===== config.mk =====
export PLATFORM = sky130hd
export DESIGN_NAME = fetch_stage
export DESIGN_NICKNAME = d
export VERILOG_FILES = /design/src/rtl/fetch_stage.sv
export SDC_FILE = /design/constraint.sdc
export NUM_CORES = 1
export LEC_CHECK = 0
export ABC_AREA = 1
export BUFFER_PORTS_ARGS = -buffer_cell sky130_fd_sc_hd__buf_2
export CORE_ASPECT_RATIO = 0.7
export CORE_MARGIN = 10
export CORE_UTILIZATION = 56
export DETAILED_ROUTE_END_ITERATION = 8
export GPL_TIMING_DRIVEN = 0
export PLACE_DENSITY_LB_ADDON = 0.3
export REMOVE_ABC_BUFFERS = 1
export SETUP_SLACK_MARGIN = 0.4
export SKIP_LAST_GASP = 1
export SLEW_MARGIN = 20
export SYNTH_ARGS = -nofsm -noshare
export SYNTH_HDL_FRONTEND = slang
export SYNTH_SLANG_ARGS = --single-unit

===== constraint.sdc =====
create_clock -name clk -period 3.53 [get_ports clk]
set_clock_uncertainty 0.2 [all_clocks]
set_input_delay 0 -clock clk [delete_from_list [all_inputs] [get_ports clk]]
set_output_delay 0 -clock clk [all_outputs]
set_load 0.01 [all_outputs]

===== src/rtl/fetch_stage.sv =====
// ============================================================================
//  Module      : fetch_stage
//  Description : RV32I instruction-fetch stage with IF/ID pipeline register.
//                Issues one request at a time to a variable-latency
//                instruction memory, discards responses made stale by a
//                redirect, and buffers one instruction while decode stalls.
//  Revision    : 1.0 - initial release
// ============================================================================
`default_nettype none

module fetch_stage #(
    parameter logic [31:0] RESET_PC  = 32'h0000_0000,
    parameter logic [31:0] NOP_INSTR = 32'h0000_0013
) (
    input  logic        clk,
    input  logic        reset,
    input  logic        StallF,
    input  logic        StallD,
    input  logic        FlushD,
    input  logic        PCSrcE,
    input  logic [31:0] PCTargetE,
    input  logic        ImemAck,
    input  logic [31:0] ImemRData,
    output logic        ImemReq,
    output logic [31:0] ImemAddr,
    output logic [31:0] PCF,
    output logic [31:0] InstrD,
    output logic [31:0] PCD,
    output logic [31:0] PCPlus4D,
    output logic        ValidD
);

    typedef enum logic [2:0] {
        S_BOOT = 3'd0,
        S_REQ  = 3'd1,
        S_WAIT = 3'd2,
        S_DROP = 3'd3,
        S_HOLD = 3'd4
    } state_t;

    state_t      state;
    logic [31:0] hold_buf;

    logic [31:0] redirect_pc;
    logic [31:0] pc_plus4;
    logic        deliver_ok;
    logic        deliver;
    logic [31:0] deliver_data;

    // Redirect targets are always word aligned; the next sequential PC wraps.
    assign redirect_pc  = {PCTargetE[31:2], 2'b00};
    assign pc_plus4     = PCF + 32'd4;

    // An instruction may move into decode only when nothing holds or redirects.
    assign deliver_ok   = !StallF && !StallD && !PCSrcE;
    assign deliver      = deliver_ok && (((state == S_WAIT) && ImemAck) || (state == S_HOLD));
    assign deliver_data = (state == S_HOLD) ? hold_buf : ImemRData;

    assign ImemAddr     = PCF;

    // Fetch sequencer: PC update, request strobe and one-entry hold buffer.
    always_ff @(posedge clk or negedge reset) begin
        if (!reset) begin
            state    <= S_BOOT;
            PCF      <= RESET_PC;
            ImemReq  <= 1'b0;
            hold_buf <= '0;
        end else begin
            ImemReq <= 1'b0;
            case (state)
                S_BOOT: begin
                    state   <= S_REQ;
                    ImemReq <= 1'b1;
                end
                S_REQ: begin
                    // The request issued this cycle becomes stale on a redirect.
                    if (PCSrcE) begin
                        PCF   <= redirect_pc;
                        state <= S_DROP;
                    end else begin
                        state <= S_WAIT;
                    end
                end
                S_WAIT: begin
                    if (ImemAck) begin
                        if (PCSrcE) begin
                            PCF     <= redirect_pc;
                            state   <= S_REQ;
                            ImemReq <= 1'b1;
                        end else if (deliver_ok) begin
                            PCF     <= pc_plus4;
                            state   <= S_REQ;
                            ImemReq <= 1'b1;
                        end else begin
                            hold_buf <= ImemRData;
                            state    <= S_HOLD;
                        end
                    end else if (PCSrcE) begin
                        PCF   <= redirect_pc;
                        state <= S_DROP;
                    end
                end
                S_DROP: begin
                    // Follow any further redirect while draining the stale response.
                    if (PCSrcE) begin
                        PCF <= redirect_pc;
                    end
                    if (ImemAck) begin
                        state   <= S_REQ;
                        ImemReq <= 1'b1;
                    end
                end
                S_HOLD: begin
                    if (PCSrcE) begin
                        PCF     <= redirect_pc;
                        state   <= S_REQ;
                        ImemReq <= 1'b1;
                    end else if (deliver_ok) begin
                        PCF     <= pc_plus4;
                        state   <= S_REQ;
                        ImemReq <= 1'b1;
                    end
                end
                default: begin
                    state <= S_BOOT;
                end
            endcase
        end
    end

    // IF/ID register: flush beats stall beats delivery; otherwise insert a bubble.
    always_ff @(posedge clk or negedge reset) begin
        if (!reset) begin
            InstrD   <= NOP_INSTR;
            PCD      <= '0;
            PCPlus4D <= '0;
            ValidD   <= 1'b0;
        end else if (FlushD) begin
            InstrD   <= NOP_INSTR;
            PCD      <= '0;
            PCPlus4D <= '0;
            ValidD   <= 1'b0;
        end else if (StallD) begin
            InstrD   <= InstrD;
            PCD      <= PCD;
            PCPlus4D <= PCPlus4D;
            ValidD   <= ValidD;
        end else if (deliver) begin
            InstrD   <= deliver_data;
            PCD      <= PCF;
            PCPlus4D <= pc_plus4;
            ValidD   <= 1'b1;
        end else begin
            InstrD   <= NOP_INSTR;
            PCD      <= '0;
            PCPlus4D <= '0;
            ValidD   <= 1'b0;
        end
    end

endmodule

`default_nettype wire

== Word-level counts from Yosys, hierarchy flattened ==
Index checks and enable logic that the tools add are counted.
Widths: inputs -> output; s select.

* Latch bits: 0
* Memory bits (writable): 0
* Output and inout bits: 162
* Memories: 0
* Memory bits (read-only): 0
* Input port bits: 71
* Bits in registers: 165
* Word-level logic and storage cells: 64

* Shift-type cells: 0
* Mux-type cells: 32
* Reductions and logical operators: 13
* Order comparisons: 0
* Bitwise logic cells: 2
* Divide/modulo/power cells: 0
* Add/sub/neg operators: 1
* Eq/ne operators: 8
* Multiply operators: 0

{| class="wikitable"
|+ Operators by type and width
! operator !! number
|-
| $mux 32 || 14
|-
| $pmux 32 s3 || 1
|-
| $add 32x3->32 const B || 1
|-
| $mux 3 || 7
|-
| $pmux 3 s5 || 1
|-
| $mux 1 || 8
|-
| $eq 3x2->1 const B || 2
|-
| $ne 3x3->1 const B || 2
|-
| $logic_and 1x1->1 || 4
|-
| $pmux 1 s4 || 1
|-
| $reduce_and 4->1 || 1
|-
| $eq 3x1->1 const B || 1
|-
| $eq 3x3->1 const B || 1
|-
| $logic_not 1->1 || 3
|-
| $logic_not 3->1 || 1
|-
| $reduce_and 3->1 || 1
|-
| $reduce_bool 3->1 || 1
|-
| $ne 2x1->1 const B || 1
|-
| $ne 2x2->1 const B || 1
|-
| $not 1->1 || 2
|-
| $reduce_or 2->1 || 1
|-
| $logic_or 1x1->1 || 1
|}

== Logic depth before layout (Yosys ltp) ==
Gate-level depths: netlist (run 1).

* Word-level depth: 7
* Depth in mapped cells: 13
* Depth with buffers taken out: 11

== Least setup slack after synthesis (run 1) ==
No wires, ideal clock.

* Path kind: reg-to-reg
* Start point: register PCF[3] (netlist: ImemAddr[3])
* End point: register PCF[20] (netlist: ImemAddr[20])
* Period minus slack after synthesis: 1.879 ns
* Path buffers: 0
* Library setup time: 0.120 ns
* Slack: 1.651 ns
* Stages on the path, launching flop included: 9
* Arrival time: 1.559 ns
* Data required time: 3.210 ns
* Cells stage by stage: dfrtp_1 ha_1 nand3_1 nor2_1 nand4_1 xor2_1 nand2_1 o21ai_0 nor2_1

* Cells in the longest elaborated chain, start to end: 5

{| class="wikitable"
|+ RTL lines
! item !! line !! RTL
|-
| start: declaration || 26 || <nowiki>output logic [31:0] PCF,</nowiki>
|-
| start signal: assignment || 78 || <nowiki>PCF <= redirect_pc;</nowiki>
|-
| start signal: assignment || 87 || <nowiki>PCF <= redirect_pc;</nowiki>
|-
| start signal: assignment || 91 || <nowiki>PCF <= pc_plus4;</nowiki>
|-
| $add 32x3->32 * || 52 || <nowiki>assign pc_plus4 = PCF + 32'd4;</nowiki>
|-
| $mux 32 * || 90, 118 ||
|-
| $mux 32 * || 86 || <nowiki>if (PCSrcE) begin</nowiki>
|-
| $mux 32 || 85 || <nowiki>if (ImemAck) begin</nowiki>
|-
| $pmux 32 s3 * || 70 || <nowiki>case (state)</nowiki>
|}

Mark *: on every way between the ends. The rest lies on a longest branch, timed or not.
A chain may end at the register's enable or synchronous reset.

== Final worst setup path (run 1) ==
* Start point: register state[0]
* End point: register PCF[14] (netlist: ImemAddr[14])

* Cells in the longest elaborated chain, start to end: 3
* Elaborated cells on any way between the ends: 7
* Those cells by class: 4 x eq/ne; 1 x mux; 2 x reduce/logical

{| class="wikitable"
|+ RTL lines
! item !! line !! RTL
|-
| start: declaration || 41 || <nowiki>state_t state;</nowiki>
|-
| start signal: assignment || 64 || <nowiki>state <= S_BOOT;</nowiki>
|-
| start signal: assignment || 72 || <nowiki>state <= S_REQ;</nowiki>
|-
| start signal: assignment || 79 || <nowiki>state <= S_DROP;</nowiki>
|-
| $eq 3x2->1 / $eq 3x1->1 (equally long branches) || 70 ||
|-
| $reduce_or 2->1 (no line) || -- ||
|-
| $pmux 32 s3 / $reduce_bool 3->1 (equally long branches) || -- ||
|}

Several ways; a longest one is shown, not always the timed one.

==> results of run 1 <==
[critical path, stage by stage (launching register included)]
cell           delay, ns
dfrtp_1             0.42
nor2_2              0.19
nand2_4             0.20
inv_2               0.10
nor2_2              0.05
nand2_4             0.23
nand2_2             0.31
inv_4               0.24
nand2_1             0.07
nand3_1             0.07
o21ai_1             0.07
dlygate4sd3_1       0.58
a21oi_1             0.13
[report_power, final]
| part | switching, W | internal [W] | total, W | leakage, nW |
|---|---|---|---|---|
| combinational | 0.00159 | 0.000954 | 0.00254 | 3.20 |
| sequential | 0.000493 | 0.00225 | 0.00274 | 2.13 |
| clock | 0.000797 | 0.00116 | 0.00196 | 0.309 |
| total | 0.00288 | 0.00437 | 0.00724 | 5.63 |
[registers in the layout (all words and copies together) (netlist names)]
name and flops:
PCD 32, InstrD 32, ImemReq 1, state 3, PCPlus4D 30, ImemAddr 32
hold_buf 32, ValidD 1
[logic make-up (layout without fill, tap and decap cells)]
| group | Yosys count | count (layout) | synth area share |
|---|---|---|---|
| AND/OR/NAND/NOR | 389 | 389 | 0.197 |
| AO/OA/AOI/OAI | 239 | 239 | 0.164 |
| flip-flops | 163 | 163 | 0.508 |
| buffers and inverters | 162 | 436 | 0.0980 |
| XOR/XNOR | 19 | 19 | 0.0207 |
| multiplexers | 8 | 8 | 0.0106 |
| adder cells (fa/ha/maj) | 1 | 1 | 0.00156 |
[through the flow]
stage               hold slack, ns   util
floorplan                   -0.496      -
detailed placement          -0.157  0.650
global placement           0.00921  0.642
global route                0.0416  0.757
CTS                        0.00122  0.756
finish                     0.00607  0.757
[layout make-up]
| class | count | area share |
|---|---|---|
| multi-input cells | 656 | 0.301 |
| clock buffers | 19 | 0.0429 |
| inverters | 86 | 0.0315 |
| flip-flops and latches | 163 | 0.386 |
| repair buffers | 318 | 0.200 |
| well taps | 190 | 0.0225 |
| clock inverters | 13 | 0.0161 |
[cells in the mapped netlist, types with 3 or more instances]
cell        n
nand2_1   257
nand3_1    26
a21o_1      3
o21ai_0   105
buf_6       5
dfstp_2     3
o22ai_1    11
nor3_1      8
mux2i_1     4
nor2_2      4
clkbuf_1   30
a211oi_1    3
a21oi_1    45
nand2_2     3
dfrtp_1   160
o21ai_1    47
nor2_1     81
nand4_1     4
inv_2       9
buf_2       6
a22o_1     14
xor2_1     19
inv_1      75
mux2_2      4
buf_4      35
o211ai_1    3
[how the worst min path moves through the flow]
stage	from	to	slack, ns	cells after the start
after detailed placement	reset	InstrD[2]$_DFFE_PN0P_	-0.16	1
after global routing	StallD	InstrD[22]$_DFFE_PN0P_	0.04	5
after CTS	StallF	ImemAddr[20]$_DFFE_PN0P_	0.001	6
after floorplan	reset	ImemAddr[0]$_DFFE_PN0P_	-0.50	0
after global placement	PCTargetE[4]	ImemAddr[4]$_DFFE_PN0P_	0.009	3
final	StallF	ImemAddr[20]$_DFFE_PN0P_	0.006	6
[layer usage]
metal  GRT usage  routed length (µm)  vias up
li1            -                   -     3685
met1       0.342               10600     3751
met2       0.411               12200      412
met3      0.0814                2980       44
met4      0.0809                 538        0
met5           0                   0        -
[timing repair]
action | in CTS | in global routing
hold endpoints to repair | 277 | 0
resized for setup | 0 | 3
setup endpoints to repair | 0 | 82
hold buffers | 84 | 0
==> metrics.cfg, run 1 <==
[synthesis]
synth_cell_types=42
synth_edf_count=0
synth_area_leaders=dfrtp_1, nand2_1, o21ai_0, nor2_1, inv_1
yosys.area.top_type=dfrtp_1
yosys_warnings=0
synthCells=981
async_reset_ff_frac=1.00
yosys_most_used_dff=dfrtp_1
synth_top_area_share=0.498
synth.avg_cell_area_um2=8.19
syn-cell-area_um2=8030
seq_area_frac_synth=0.508
ys_ff_latch=163

[worst_setup_path]
cp-startpoint=state[0]$_DFFE_PN0P_
r2r_slack_ns=0.59
crit_path_end_kind=register
r2r_start=state[0]$_DFFE_PN0P_
endpoint=ImemAddr[14]$_DFFE_PN0P_
reg2reg_to=ImemAddr[14]$_DFFE_PN0P_
startpoint_type=register
worstSetupPathType=register to register
cp.arrival_ns=3.09
crit_required_ns=3.68
path_max_fanout=17
r2r_cells=12

[floorplan]
die_x_um=163
rows=36
core_um2=14000
ios=233
start_util=0.575
die-area_um2=19600
die_y_um=120

[cts]
path_clk_slew_ns=0.06
htreeDepth=4
cts_setup_buffers=0
cts_tree=done
cts_root_buf=clkbuf_16
clockBufferDepth=2
worstSkewPairLatency_ns=0.43
cts_sinks=163
cts_buffers=17

[cells_and_area]
fillCellCount=1055
diodes=0
final_common_cell=nand2_1
nets=1314
fin_area_um2=10600
regArea_um2=4080
drive_gt1_frac=0.240
final_cell_mix=nand2_1, buf_2, dfrtp_1
multi_input_area_um2=3180
syn2layout_area_growth_pct=31.5
finalNonFillerCells=1445

[timing]
finalSetupViolCount=0
hold_viol=0
finalWorstSetupSlack_ns=0.589
grt_setup_unrepaired=no
tightest_slew_ns=0.843
maxSlewHeadroom=0.438
fmax_mhz=340
slew_viol_final=0
fin_crit_sh=0.833
period_minus_slack_ns=2.94
final.setup.tns_ns=0

[power_and_ir_drop]
power_density_nw_per_um2=685
total_power_w=0.00724
ir_worst_vdd_v=0.000467
leakagePower_nw=5.63

[worst_hold_path]
min-delay-path-class=input port to register

[drt]
viasPerCell=5.46
drtAntennaViolNets=0
wl_per_cell_um=18.2
first_pass_iters=6
vias=7892
drt_wl_total_um=26300
drtIter0Drc=821
drc=0

[status]
status=complete, no violations

[placement]
port_buffers=230
hpwlAfterDp_um=17400
placed_cell_area_um2=9080
dp_cells=1329
pre_cts_slack_ns=0.369
finalWeightedCongestion=0.957

[flow_run]
drv_cap=0

[grt]
grt_pass1_vias=7701
grt_overflow_total=0
grt_pass1_wl_um=41400
antenna_found_initial=0
grt_max_degree=83
grt_usage=0.262

Power figures use the tool's default switching activity.
==> run 2: changes to the inputs <==
--- a/config.mk
+++ b/config.mk
@@ -9,7 +9,7 @@
 export BUFFER_PORTS_ARGS = -buffer_cell sky130_fd_sc_hd__buf_2
 export CORE_ASPECT_RATIO = 0.7
 export CORE_MARGIN = 10
-export CORE_UTILIZATION = 56
+export CORE_UTILIZATION = 52
 export DETAILED_ROUTE_END_ITERATION = 8
 export GPL_TIMING_DRIVEN = 0
 export PLACE_DENSITY_LB_ADDON = 0.3
==> constraint.sdc (replaced) <==
create_clock -name clk -period 2.96 [get_ports clk]
set_clock_uncertainty 0.2 [all_clocks]
set_input_delay 0 -clock clk [delete_from_list [all_inputs] [get_ports clk]]
set_output_delay 0 -clock clk [all_outputs]
set_load 0.01 [all_outputs]
==> run 2 against run 1 <==
  * Combinational power is 14% higher
  * Sequential power is 19% higher
  * Global-route usage is 1.4 points lower
  * Hold slack better by 0.0086 ns
  * Largest cell class unchanged
==> metrics.cfg, run 2 (synthesis results as in run 1) <==
[status]
status=complete, no violations  ; unchanged

[timing]
finalSetupViolCount=0  ; unchanged
fin_crit_sh=0.837
final.setup.tns_ns=0  ; unchanged
hold_viol=0  ; unchanged
tightest_slew_ns=0.760  ; was 0.843 ns
slew_viol_final=0  ; unchanged
finalWorstSetupSlack_ns=0.481  ; was 0.589 ns
period_minus_slack_ns=2.48
grt_setup_unrepaired=no  ; unchanged
fmax_mhz=403
maxSlewHeadroom=0.493  ; was 0.438

[power_and_ir_drop]
p_int_w=0.00523  ; was 0.00437 W
power_density_nw_per_um2=818  ; was 685 nW/µm²
power_frac_clock=0.285  ; was 0.271
sequentialPowerShare=0.378  ; about the same
netSwitchingPower_w=0.00336  ; was 0.00288 W
ir_worst_vdd_v=0.000460  ; was 0.000467 V
leakagePower_nw=5.58  ; was 5.63 nW
total_power_w=0.00859  ; was 0.00724 W
power.share.switching=0.391  ; was 0.397
pwr-share-comb=0.337  ; was 0.351

[flow_run]
drv_cap=0  ; unchanged

[worst_setup_path]
path_max_fanout=8  ; was 17
path_cells=buf_2, dlygate4sd3_1, nand2_1, nand2_1, dlygate4sd3_1, nand2_1, dlygate4sd3_1, nand2_1, nand2_1, a21oi_1  ; was nor2_2, nand2_4, inv_2, nor2_2, nand2_4, nand2_2, inv_4, nand2_1, nand3_1, o21ai_1, dlygate4sd3_1, a21oi_1
cp.arrival_ns=2.63  ; was 3.09 ns
r2r_slack_ns=0.52  ; was 0.59 ns
worstSetupPathType=input port to register  ; was register to register
slowest_delay_ns=0.78  ; was 0.58 ns
crit_required_ns=3.11  ; was 3.68 ns
worst_path_max_delay_cell=dlygate4sd3_1  ; unchanged
r2r_start=ImemAddr[2]$_DFFE_PN0P_  ; was state[0]$_DFFE_PN0P_
r2r_cells=10  ; was 12
reg2reg_to=ImemAddr[30]$_DFFE_PN0P_  ; was ImemAddr[14]$_DFFE_PN0P_
startpoint_type=input port  ; was register
critical_path.n_buffers_inverters=4  ; was 3
critPathMostFrequentCell=nand2_1
cp_top_family=buffers and inverters  ; was simple AND/OR/NAND/NOR gates
crit_path_end_kind=register  ; unchanged

[drt]
vias=7727  ; was 7892
first_pass_iters=8  ; was 6
viasPerCell=5.35  ; was 5.46
drc=0  ; unchanged
wl_per_cell_um=18.3  ; was 18.2 µm
drtAntennaViolNets=0  ; unchanged
drtIter0Drc=970  ; was 821
drt_wl_total_um=26400  ; was 26300 µm

[grt]
busiest_layer=met2  ; unchanged
met1_usage=0.322  ; was 0.342
grt_pass1_wl_um=41400  ; about the same
grt_pass1_vias=7642  ; was 7701
grt_use_met2=0.390  ; was 0.411
antenna_found_initial=2  ; was 0
grt_overflow_total=0  ; unchanged
grt_usage=0.248  ; was 0.262
use_met3=0.0897  ; was 0.0814
grt_max_degree=99  ; was 83

[floorplan]
die-area_um2=20900  ; was 19600 µm²
rows=37  ; was 36
start_util=0.539  ; was 0.575
die_x_um=169  ; was 163 µm
die_y_um=124  ; was 120 µm
core_um2=14900  ; was 14000 µm²
ios=233  ; unchanged

[cts]
cts_root_buf=clkbuf_16  ; unchanged
path_clk_slew_ns=0.07  ; was 0.06 ns
cts_buffers=17  ; unchanged
cts_sinks=163  ; unchanged
worstSkewPairLatency_ns=0.43  ; about the same
cts_tree=done  ; unchanged
htreeDepth=4  ; unchanged
clockBufferDepth=2  ; unchanged

[cells_and_area]
syn2layout_area_growth_pct=30.8  ; was 31.5%
nets=1306  ; was 1314
final_cell_mix=nand2_1, buf_2, dfrtp_1  ; unchanged
final_common_cell=nand2_1  ; unchanged
fillCellCount=1186  ; was 1055
drive_gt1_frac=0.241  ; was 0.240

[worst_hold_path]
hp-start=StallF  ; unchanged
worstHoldEndpoint=ImemAddr[22]$_DFFE_PN0P_  ; was ImemAddr[20]$_DFFE_PN0P_
min_path_cells=8  ; was 6
min-delay-path-class=input port to register  ; unchanged

[placement]
finalWeightedCongestion=0.948  ; was 0.957
hpwlAfterDp_um=17700  ; was 17400 µm
pre_cts_slack_ns=-0.339  ; was 0.369 ns
port_buffers=230  ; unchanged

-- run 2: cell types whose count changed in the layout (fill, tap and decap cells not counted), moves of 2 or more --
cell	previous run	this run
dlygate4sd3_1	83	75
clkinvlp_4	0	3
diode_2	0	3
buf_16	3	1
bufinv_16	3	5
clkinv_4	3	1
inv_4	4	2
inv_6	5	3
-- run 2: power groups by stage --
stage / clock network [W] / logic [W] / registers [W]
2_1_floorplan: 0 / 0.00149 / 0.00333
3_3_place_gp: 0 / 0.00268 / 0.00324
3_5_place_dp: 0 / 0.00276 / 0.00327
4_1_cts: 0.00247 / 0.00286 / 0.00323
5_1_grt: 0.00258 / 0.00323 / 0.00332
6_report: 0.00245 / 0.00289 / 0.00325
-- run 2: how the worst max path moves through the flow --
stage | startpoint | end | slack [ns] | cells past startpoint
floorplan | state[0]$_DFFE_PN0P_ | PCPlus4D[26]$_DFFE_PN0P_ | -0.16 | 8
global placement | state[0]$_DFFE_PN0P_ | PCPlus4D[26]$_DFFE_PN0P_ | -1.54 | 8
detailed placement | StallF | PCPlus4D[27]$_DFFE_PN0P_ | -0.34 | 9
CTS | ImemAddr[2]$_DFFE_PN0P_ | ImemAddr[20]$_DFFE_PN0P_ | 0.50 | 8
global route | state[0]$_DFFE_PN0P_ | PCPlus4D[28]$_DFFE_PN0P_ | 0.40 | 8
finish | PCSrcE | ImemAddr[22]$_DFFE_PN0P_ | 0.48 | 10
-- run 2: tightest hold or removal path, cell delays in order --
cell and delay (ns):
buf_2 0.10, nor2_4 0.06, inv_2 0.05, nor2_2 0.13, nand2_1 0.11, nand2_1 0.04
nand2_1 0.06, a21oi_1 0.06
-- run 2: per-layer routing --
layer	vias up	part of all wire
met5	-	0
met1	3649	0.43
li1	3672	-
met2	370	0.46
met3	36	0.10
met4	0	0.013
-- run 2: stage by stage --
step	cell area [µm²]	cells	utilization	hold slack (ns)
floorplan	7570	905	-	-0.496
CTS	10500	1441	0.704	0.0203
finish	10500	1444	0.705	0.0146
detailed placement	9070	1334	0.609	-0.212
global route	10500	1442	0.704	0.0295
global placement	8970	1330	0.602	0.0106
-- run 2: area by class of cell --
type	count	area, µm²	area share
Tap cell	195	244	0.0232
Antenna cell	3	7.51	0.000715
Clock inverter	12	204	0.0194
Inverter	86	334	0.0318
Timing Repair Buffer	310	2010	0.191
Sequential cell	163	4080	0.389
Multi-Input combinational cell	656	3180	0.303
Clock buffer	19	443	0.0422
-- run 2: what timing repair did --
action | in CTS | in global routing
setup endpoints to repair | 81 | 6
pin swaps | 1 | 0
resized for setup | 2 | 3
hold endpoints to repair | 260 | 0
gates cloned | 0 | 0
setup buffers | 1 | 0
hold buffers | 75 | 0
==> run 3: changes to the inputs <==
--- a/config.mk
+++ b/config.mk
@@ -9,7 +9,7 @@
 export BUFFER_PORTS_ARGS = -buffer_cell sky130_fd_sc_hd__buf_2
 export CORE_ASPECT_RATIO = 0.7
 export CORE_MARGIN = 10
-export CORE_UTILIZATION = 52
+export CORE_UTILIZATION = 47
 export DETAILED_ROUTE_END_ITERATION = 8
 export GPL_TIMING_DRIVEN = 0
 export PLACE_DENSITY_LB_ADDON = 0.3
==> constraint.sdc (replaced) <==
create_clock -name clk -period 2.1 [get_ports clk]
set_clock_uncertainty 0.2 [all_clocks]
set_input_delay 0 -clock clk [delete_from_list [all_inputs] [get_ports clk]]
set_output_delay 0 -clock clk [all_outputs]
set_load 0.01 [all_outputs]
==> run 3 against run 2 <==
  * The run now ends with hold timing left
  * Combinational power increased by 100%
  * Clock-buffer cell count decreased by 1
  * Power increased by 56%
  * Non-clock buffer count increased by 67
  * Critical path type is now register to register
==> metrics.cfg, run 3 (synthesis results as in run 1) <==
[grt]
grt_pass1_wl_um=44800  ; was 41400 µm
grt_overflow_total=0  ; unchanged
grt_usage=0.248  ; about the same
antenna_found_initial=0  ; was 2
grt_pass1_vias=7973  ; was 7642
grt_max_degree=93  ; was 99

[worst_setup_path]
worst_path_max_delay_cell=dfrtp_1  ; was dlygate4sd3_1
worstSetupPathType=register to register  ; was input port to register
slowest_delay_ns=0.42  ; was 0.78 ns
crit_path_end_kind=register  ; unchanged
startpoint_type=register  ; was input port
path_cells=inv_2, nor2_2, nand2_2, o21ai_4, nand2_4, nor2_8, buf_12, inv_16, a21oi_4, a21o_1  ; was buf_2, dlygate4sd3_1, nand2_1, nand2_1, dlygate4sd3_1, nand2_1, dlygate4sd3_1, nand2_1, nand2_1, a21oi_1
critical_path.n_buffers_inverters=3  ; was 4
cp.arrival_ns=2.06  ; was 2.63 ns
path_max_fanout=20  ; was 8
crit_required_ns=2.27  ; was 3.11 ns
cp_top_family=simple AND/OR/NAND/NOR gates  ; was buffers and inverters

[timing]
period_minus_slack_ns=1.89
maxSlewHeadroom=0.448  ; was 0.493
slew_viol_final=0  ; unchanged
fin_crit_sh=0.902
fmax_mhz=528
tightest_slew_ns=0.827  ; was 0.760 ns
final.setup.tns_ns=0  ; unchanged
hold_viol=54  ; was 0
finalSetupViolCount=0  ; unchanged
grt_setup_unrepaired=yes  ; was no
timing.hold.ws_ns=-0.0983  ; was 0.0146 ns
finalWorstSetupSlack_ns=0.207  ; was 0.481 ns

[placement]
finalWeightedCongestion=0.846  ; was 0.948
port_buffers=230  ; unchanged
hpwlAfterDp_um=18100  ; was 17700 µm
pre_cts_slack_ns=-1.30  ; was -0.339 ns
placed_cell_area_um2=9120  ; was 9070 µm²

[cts]
cts_sinks=163  ; unchanged
cts_root_buf=clkbuf_16  ; unchanged
clockBufferDepth=2  ; unchanged
worstSkewPairLatency_ns=0.43  ; about the same
cts_tree=done  ; unchanged
path_clk_slew_ns=0.07  ; about the same
cts_buffers=17  ; unchanged
htreeDepth=4  ; unchanged

[power_and_ir_drop]
netSwitchingPower_w=0.00556  ; was 0.00336 W
power_frac_clock=0.228  ; was 0.285
pwr-share-comb=0.436  ; was 0.337
sequentialPowerShare=0.337  ; was 0.378
leakagePower_nw=6.03  ; was 5.58 nW
ir_worst_vdd_v=0.000704  ; was 0.000460 V
p_int_w=0.00788  ; was 0.00523 W
total_power_w=0.0134  ; was 0.00859 W
power_density_nw_per_um2=1150  ; was 818 nW/µm²
power.share.switching=0.414  ; was 0.391

[floorplan]
core_um2=16500  ; was 14900 µm²
die_y_um=129  ; was 124 µm
die-area_um2=22800  ; was 20900 µm²
start_util=0.486  ; was 0.539
rows=39  ; was 37
ios=233  ; unchanged
die_x_um=176  ; was 169 µm

[drt]
drtAntennaViolNets=0  ; unchanged
first_pass_iters=5  ; was 8
wl_per_cell_um=19.1  ; was 18.3 µm
drc=0  ; unchanged
drt_wl_total_um=29500  ; was 26400 µm
drtIter0Drc=868  ; was 970
vias=8163  ; was 7727
viasPerCell=5.29  ; was 5.35

[cells_and_area]
drive_gt1_frac=0.370  ; was 0.241
fin_area_um2=11700  ; was 10500 µm²
syn2layout_area_growth_pct=45.5  ; was 30.8%
utilization=0.707  ; was 0.705
diodes=0  ; was 3
nets=1378  ; was 1306
final_common_cell=nand2_1  ; unchanged
final_cell_mix=nand2_1, buf_2, dfrtp_1  ; unchanged

[status]
status=finished with violations  ; was complete, no violations
violations=hold timing

[worst_hold_path]
min-delay-path-class=input port to asynchronous set/reset pin  ; was input port to register

[flow_run]
drv_cap=0  ; unchanged

## run 3: final timing paths
check,depth (start not counted),endpoint,from,slack [ns]
setup / recovery,10,PCPlus4D[26]$_DFFE_PN0P_,state[1]$_DFFE_PN0P_,0.21
hold / removal,2,PCD[15]$_DFFE_PN0P_,reset,-0.1
setup reg to reg,10,PCPlus4D[26]$_DFFE_PN0P_,state[1]$_DFFE_PN0P_,0.21
hold reg to reg,2,PCPlus4D[23]$_DFFE_PN0P_,PCPlus4D[23]$_DFFE_PN0P_,0.27
max in group asynchronous,3,ImemAddr[17]$_DFFE_PN0P_,reset,0.40
min in group clk,5,ImemAddr[26]$_DFFE_PN0P_,PCSrcE,-0.03
## run 3: final cells by class
| cell class | instances | area (µm²) |
|---|---|---|
| multi-input cells | 658 | 3710 |
| inverters | 86 | 372 |
| clock buffers | 18 | 439 |
| flip-flops and latches | 163 | 4120 |
| well taps | 225 | 282 |
| fillers | 1246 | 4850 |
| repair buffers | 377 | 2610 |
| repair inverters | 3 | 38.8 |
| clock inverters | 13 | 128 |
## run 3: worst register-to-register path, cell delays in order (launching register included)
cell     delay (ns)
dfrtp_1        0.42
inv_2          0.07
nor2_2         0.11
nand2_2        0.09
o21ai_4        0.18
nand2_4        0.11
nor2_8         0.15
buf_12         0.18
inv_16         0.09
a21oi_4        0.13
a21o_1         0.09
## run 3: timing repair
item / CTS / global route
buffers inserted: 41 / 25
resized for setup: 90 / 119
hold endpoints to repair: 284 / 3
endpoints found under the setup margin: 153 / 158
cloned: 6 / 0
pin swaps: 19 / 37
hold buffers: 72 / 4
## run 3: stage by stage
stage	cells	hold WS (ns)
after floorplan	905	-0.496
after global placement	1360	0.00272
after detailed placement	1364	-0.194
after CTS	1514	-0.0471
after global routing	1543	-0.0491
final	1543	-0.0983
## run 3: power by group through the flow
stage               Clock [W]  Combinational (W)  Sequential, W
CTS                   0.00308            0.00496        0.00451
global placement            0            0.00379        0.00456
floorplan                   0            0.00210        0.00469
global route          0.00324            0.00640        0.00459
detailed placement          0            0.00387        0.00460
finish                0.00306            0.00586        0.00453
## run 3: layer usage
layer  wire, µm  global-route usage  vias up  share of wire
li1           -                   -     3823              -
met1      12600               0.332     3907           0.43
met2      13600               0.391      399           0.46
met3       2860              0.0714       34          0.097
met4        413              0.0586        0          0.014
met5          0                   0        -              0
